--- src/rtl/acc_feed.sv ---
// Operand feeder for the 8-bit accumulator: buffers {cin, data} pairs in a small FIFO,
// then on start clears the accumulator and streams BURST operands while counting carry-outs.
module acc_feed #(
  parameter int DEPTH = 4,
  parameter int BURST = 8
) (
  input  logic       clk,
  input  logic       clear,
  input  logic [7:0] in_data,
  input  logic       in_cin,
  input  logic       in_valid,
  output logic       in_ready,
  input  logic       start,
  output logic [7:0] accin,
  output logic       cin,
  input  logic       cout,
  output logic       acc_clear,
  output logic       busy,
  output logic       done,
  output logic [7:0] carry_cnt
);

  localparam int AW = $clog2(DEPTH);
  localparam logic [7:0] BurstLim = 8'(BURST);
  localparam logic [AW:0] PtrOne = (AW + 1)'(1);

  typedef enum logic [1:0] {
    IDLE,
    CLR,
    RUN,
    DONE
  } state_t;

  state_t      state_q;
  logic [8:0]  mem_q [DEPTH];
  logic [AW:0] wptr_q, rptr_q;
  logic [AW:0] wptr_d, rptr_d;
  logic [7:0]  issued_q;
  logic [7:0]  carry_cnt_q;
  logic        acc_clear_q;
  logic        done_q;
  logic        full, empty, push, issue;
  logic [8:0]  head;

  // Pointers carry one extra wrap bit so full and empty are distinguishable.
  assign empty = (wptr_q == rptr_q);
  assign full  = (wptr_q[AW] != rptr_q[AW]) && (wptr_q[AW-1:0] == rptr_q[AW-1:0]);
  assign push  = in_valid && !full;
  assign issue = (state_q == RUN) && !empty && (issued_q < BurstLim);
  assign head  = mem_q[rptr_q[AW-1:0]];

  assign in_ready  = !full;
  assign accin     = issue ? head[7:0] : 8'h00;
  assign cin       = issue && head[8];
  assign acc_clear = acc_clear_q;
  assign busy      = (state_q != IDLE);
  assign done      = done_q;
  assign carry_cnt = carry_cnt_q;

  always_comb begin
    wptr_d = wptr_q;
    rptr_d = rptr_q;
    if (push) wptr_d = wptr_q + PtrOne;
    if (issue) rptr_d = rptr_q + PtrOne;
  end

  always_ff @(posedge clk) begin
    if (push && !clear) mem_q[wptr_q[AW-1:0]] <= {in_cin, in_data};
  end

  always_ff @(posedge clk) begin
    if (clear) begin
      wptr_q <= '0;
      rptr_q <= '0;
    end else begin
      wptr_q <= wptr_d;
      rptr_q <= rptr_d;
    end
  end

  // Burst sequencer; acc_clear and done are registered alongside the state they belong to.
  always_ff @(posedge clk) begin
    if (clear) begin
      state_q     <= IDLE;
      issued_q    <= 8'd0;
      carry_cnt_q <= 8'd0;
      acc_clear_q <= 1'b0;
      done_q      <= 1'b0;
    end else begin
      acc_clear_q <= 1'b0;
      done_q      <= 1'b0;
      case (state_q)
        IDLE: begin
          if (start) begin
            state_q     <= CLR;
            acc_clear_q <= 1'b1;
          end
        end
        CLR: begin
          state_q     <= RUN;
          issued_q    <= 8'd0;
          carry_cnt_q <= 8'd0;
        end
        RUN: begin
          if (issue) begin
            issued_q <= issued_q + 8'd1;
            if (cout && carry_cnt_q != 8'hFF) carry_cnt_q <= carry_cnt_q + 8'd1;
            if (issued_q == BurstLim - 8'd1) begin
              state_q <= DONE;
              done_q  <= 1'b1;
            end
          end
        end
        DONE: state_q <= IDLE;
        default: state_q <= IDLE;
      endcase
    end
  end

endmodule

--- config.mk ---
export PLATFORM = sky130hd
export DESIGN_NAME = acc_feed
export DESIGN_NICKNAME = d
export VERILOG_FILES = /design/src/rtl/acc_feed.sv
export SDC_FILE = /design/constraint.sdc
export NUM_CORES = 1
export LEC_CHECK = 0
export CORE_UTILIZATION = 49
export CTS_CLUSTER_SIZE = 25
export DETAILED_ROUTE_END_ITERATION = 10
export PLACE_DENSITY = 0.75
export SLEW_MARGIN = 10
export SYNTH_ARGS = -nofsm -noshare
export SYNTH_HDL_FRONTEND = slang
export SYNTH_SLANG_ARGS = --single-unit
--- constraint.sdc ---
create_clock -name clk -period 1.7 [get_ports clk]
set_input_delay 0.34 -clock clk [delete_from_list [all_inputs] [get_ports clk]]
set_output_delay 0.34 -clock clk [all_outputs]
set_load 0.005 [all_outputs]
==> impl_metrics.py <==
metrics = {
    "global_route": {
        "antenna_found_initial": 0,
        "grt_max_degree": 26,
        "grt_pass1_vias": 2335,
        "track_usage_pct": 24.6,
        "grt_pass1_wl_um": 11100,
        "grt_overflow": 0,
    },
    "timing": {
        "rsz0062_at_grt": "true",
        "hold_viol_final": 0,
        "finalHoldWorstSlack_ns": 0.488,
        "worst_slack_ns": -0.610,
        "period_share_pct": 136,
        "max_freq_mhz": 433,
        "setup_viol": 31,
        "fin_skew_ns": 0.00911,
        "worst_pin_slew_ns": 0.369,
        "slew_headroom_pct": 75.2,
        "period_needed_ns": 2.31,
        "drv_slew": 0,
    },
    "clocking": {
        "cts_tree": "yes",
        "cts_buffers": 9,
        "hold_buffers": 0,
        "cts_root_buf": "clkbuf_8",
        "clk_latency_ns": 0.34,
        "htree_levels": 3,
        "cts_max_path_buffers": 2,
        "clk_pin_slew_ns": 0.07,
        "cts_sinks": 64,
    },
    "layout": {
        "finalInstanceArea_um2": 4160,
        "final_core_util_pct": 75.1,
        "multi_input_area_um2": 1360,
        "n_fill_cell": 341,
        "drive_gt1_share_pct": 41.7,
        "nets": 346,
        "synthToLayoutAreaGrowth_pct": 46.9,
        "num_antenna_cells": 0,
        "regArea_um2": 1650,
    },
    "synthesis": {
        "synth_area_um2": 2830,
        "synth_top_area_share_pct": 38.2,
        "syn_inst": 235,
        "synth_area_leaders": "edfxtp_1, dfxtp_1, mux4_2",
        "ys_warn_count": 0,
        "syn_area_per_cell_um2": 12.0,
        "synth_seq_cells": 64,
        "synthDistinctLibCells": 42,
        "synth_top_area_cell": "edfxtp_1",
        "yosysSeqAreaShare_pct": 58.0,
        "syn-num-nets": 260,
    },
    "floorplan": {
        "dieArea_um2": 6090,
        "ios": 35,
        "die_x_um": 78.0,
        "num_rows": 27,
        "start_util_pct": 51.1,
        "die_height_um": 78.0,
        "core_um2": 5540,
    },
    "setup_path": {
        "cp-end-kind": "output pin",
        "crit_fanout": 2,
        "worstPathRequired_ns": 1.36,
        "crit_arrival_ns": 1.97,
        "criticalPathCategory": "flip-flop to output pin",
        "cp-start-kind": "flip-flop",
    },
    "placement": {
        "post-dp-hpwl_um": 4010,
        "placed_cell_area_um2": 3600,
        "gp_congestion": 0.840,
        "port_buffers": 34,
        "dp_slack_ns": -0.527,
    },
    "pwr": {
        "p_int_mw": 3.35,
        "leakage_nw": 1.54,
        "switchingPower_mw": 1.53,
        "pwr-share-seq_pct": 35.9,
        "max-vdd-ir-drop_mv": 0.810,
        "power_density_nw_per_um2": 1170,
        "combPwrFrac_pct": 34.8,
        "pwr-share-clk_pct": 29.3,
        "finalPower_mw": 4.87,
        "switching_share_pct": 31.3,
    },
    "route": {
        "ant_nets": 0,
        "viasPerCell": 5.79,
        "vias": 2304,
        "detail_route.drc_violations": 0,
        "drt-wirelength-per-cell_um": 17.9,
        "drtIter0Drc": 245,
        "wl_um": 7130,
        "drt_first_pass_iters": 4,
    },
    "run": {
        "drv_cap": 0,
    },
    "run_status": {
        "status": "complete, but fails checks",
        "violations": "setup timing",
    },
    "worst_hold_path": {
        "hold_class": "flip-flop to flip-flop",
    },
}
[critical path, stage by stage, from the launching register on]
cell     delay (ns)
dfxtp_2        0.32
or4_4          0.56
nor3_4         0.20
buf_6          0.13
buf_6          0.09
buf_6          0.09
and3_4         0.17
buf_6          0.09
[cells in the final DEF (no fill, tap or decap), drive strengths merged, types with 6 or more instances in the layout]
cell / count
buf: 61
edfxtp: 36
dfxtp: 28
clkdlybuf4s50: 23
a21oi: 17
nand2: 16
nor2: 16
and3: 13
ha: 11
nand3: 11
mux4: 9
clkbuf: 9
and2: 7
inv: 7
o21ai: 7
nand4: 6
a31oi: 6
[sequential cells by signal, summed over array words and instances, names as in the netlist, named ones only]
register,flops
mem_q,36
issued_q,8
rptr_q,3
acc_clear,1
carry_cnt,8
wptr_q,3
done,1
state_q,2
[per-stage QoR]
stage | std cells | TNS [ns]
detailed placement | 371 | -7.19
global placement | 371 | -5.94
CTS | 397 | -8.39
floorplan | 235 | -1.36
finish | 398 | -10.90
global route | 398 | -13.08
[final cells by class]
type / instances / share of cell area, %
clock buffer: 9 / 2.98
clock inverter: 7 / 2.32
inverter: 8 / 0.722
multi-input combinational: 153 / 32.6
sequential: 64 / 39.7
tap: 72 / 2.17
timing repair buffer: 85 / 19.5
[power by group through the flow]
| stage | combinational [mW] | sequential [mW] | clock (mW) |
|---|---|---|---|
| 2_1_floorplan | 0.627 | 1.77 | 0 |
| 3_3_place_gp | 1.16 | 1.77 | 0 |
| 3_5_place_dp | 1.18 | 1.77 | 0 |
| 4_1_cts | 1.53 | 1.74 | 1.44 |
| 5_1_grt | 1.82 | 1.76 | 1.50 |
| 6_report | 1.70 | 1.75 | 1.43 |
[cell usage after synthesis (all sizes together)]
master  number
o21a         1
nand2b       4
nand4        6
and3        13
or2          2
a31oi        6
edfxtp      36
a21oi       17
a21o         1
inv          7
mux4         9
nor2b        1
mux2         2
xor2         4
mux2i        1
a41oi        1
and2         7
nand2       16
nor2        16
nor3         4
o21ai        7
nor4         1
or4          2
buf          2
nand4b       1
clkinv       1
and3b        1
nand3b       1
xnor2        3
nand3       11
or3          1
ha          11
a211oi       3
dfxtp       28
clkbuf       8
[kinds of logic after synthesis]
group,Yosys count,share of synthesized area [%]
AOI/OAI and AO/OA,36,7.51
xor gates and xnor gates,7,2.17
adders and majority gates,11,4.86
buffers and inverters,18,2.39
DFF,64,58.0
muxes,12,8.44
and+or+nand+nor,87,16.7
[repair_timing]
item / CTS / global route
endpoints found under the hold margin: 0 / 0
gates resized for setup: 89 / 24
endpoints found under the setup margin: 33 / 70
setup buffers: 12 / 3
pin swaps: 21 / 9
[metal layers]
layer  vias to the layer above  wire [um]  global-route usage [%]
met5                         -          0                       0
met4                         0        271                    15.2
li1                       1046          -                       -
met2                       122       3720                    41.7
met3                        30        499                    4.65
met1                      1106       2640                    28.9
[path summary, 6_finish.rpt]
check / start / end / slack [ns] / cells after the start
max: issued_q[3]$_SDFFE_PP0P_ / accin[0] / -0.61 / 7
min: issued_q[5]$_SDFFE_PP0P_ / issued_q[5]$_SDFFE_PP0P_ / 0.49 / 1
max reg2reg: issued_q[3]$_SDFFE_PP0P_ / carry_cnt[5]$_SDFFE_PP0P_ / -0.45 / 9
min reg2reg: issued_q[5]$_SDFFE_PP0P_ / issued_q[5]$_SDFFE_PP0P_ / 0.49 / 1
No activity file was read; power rests on OpenSTA's default activity.
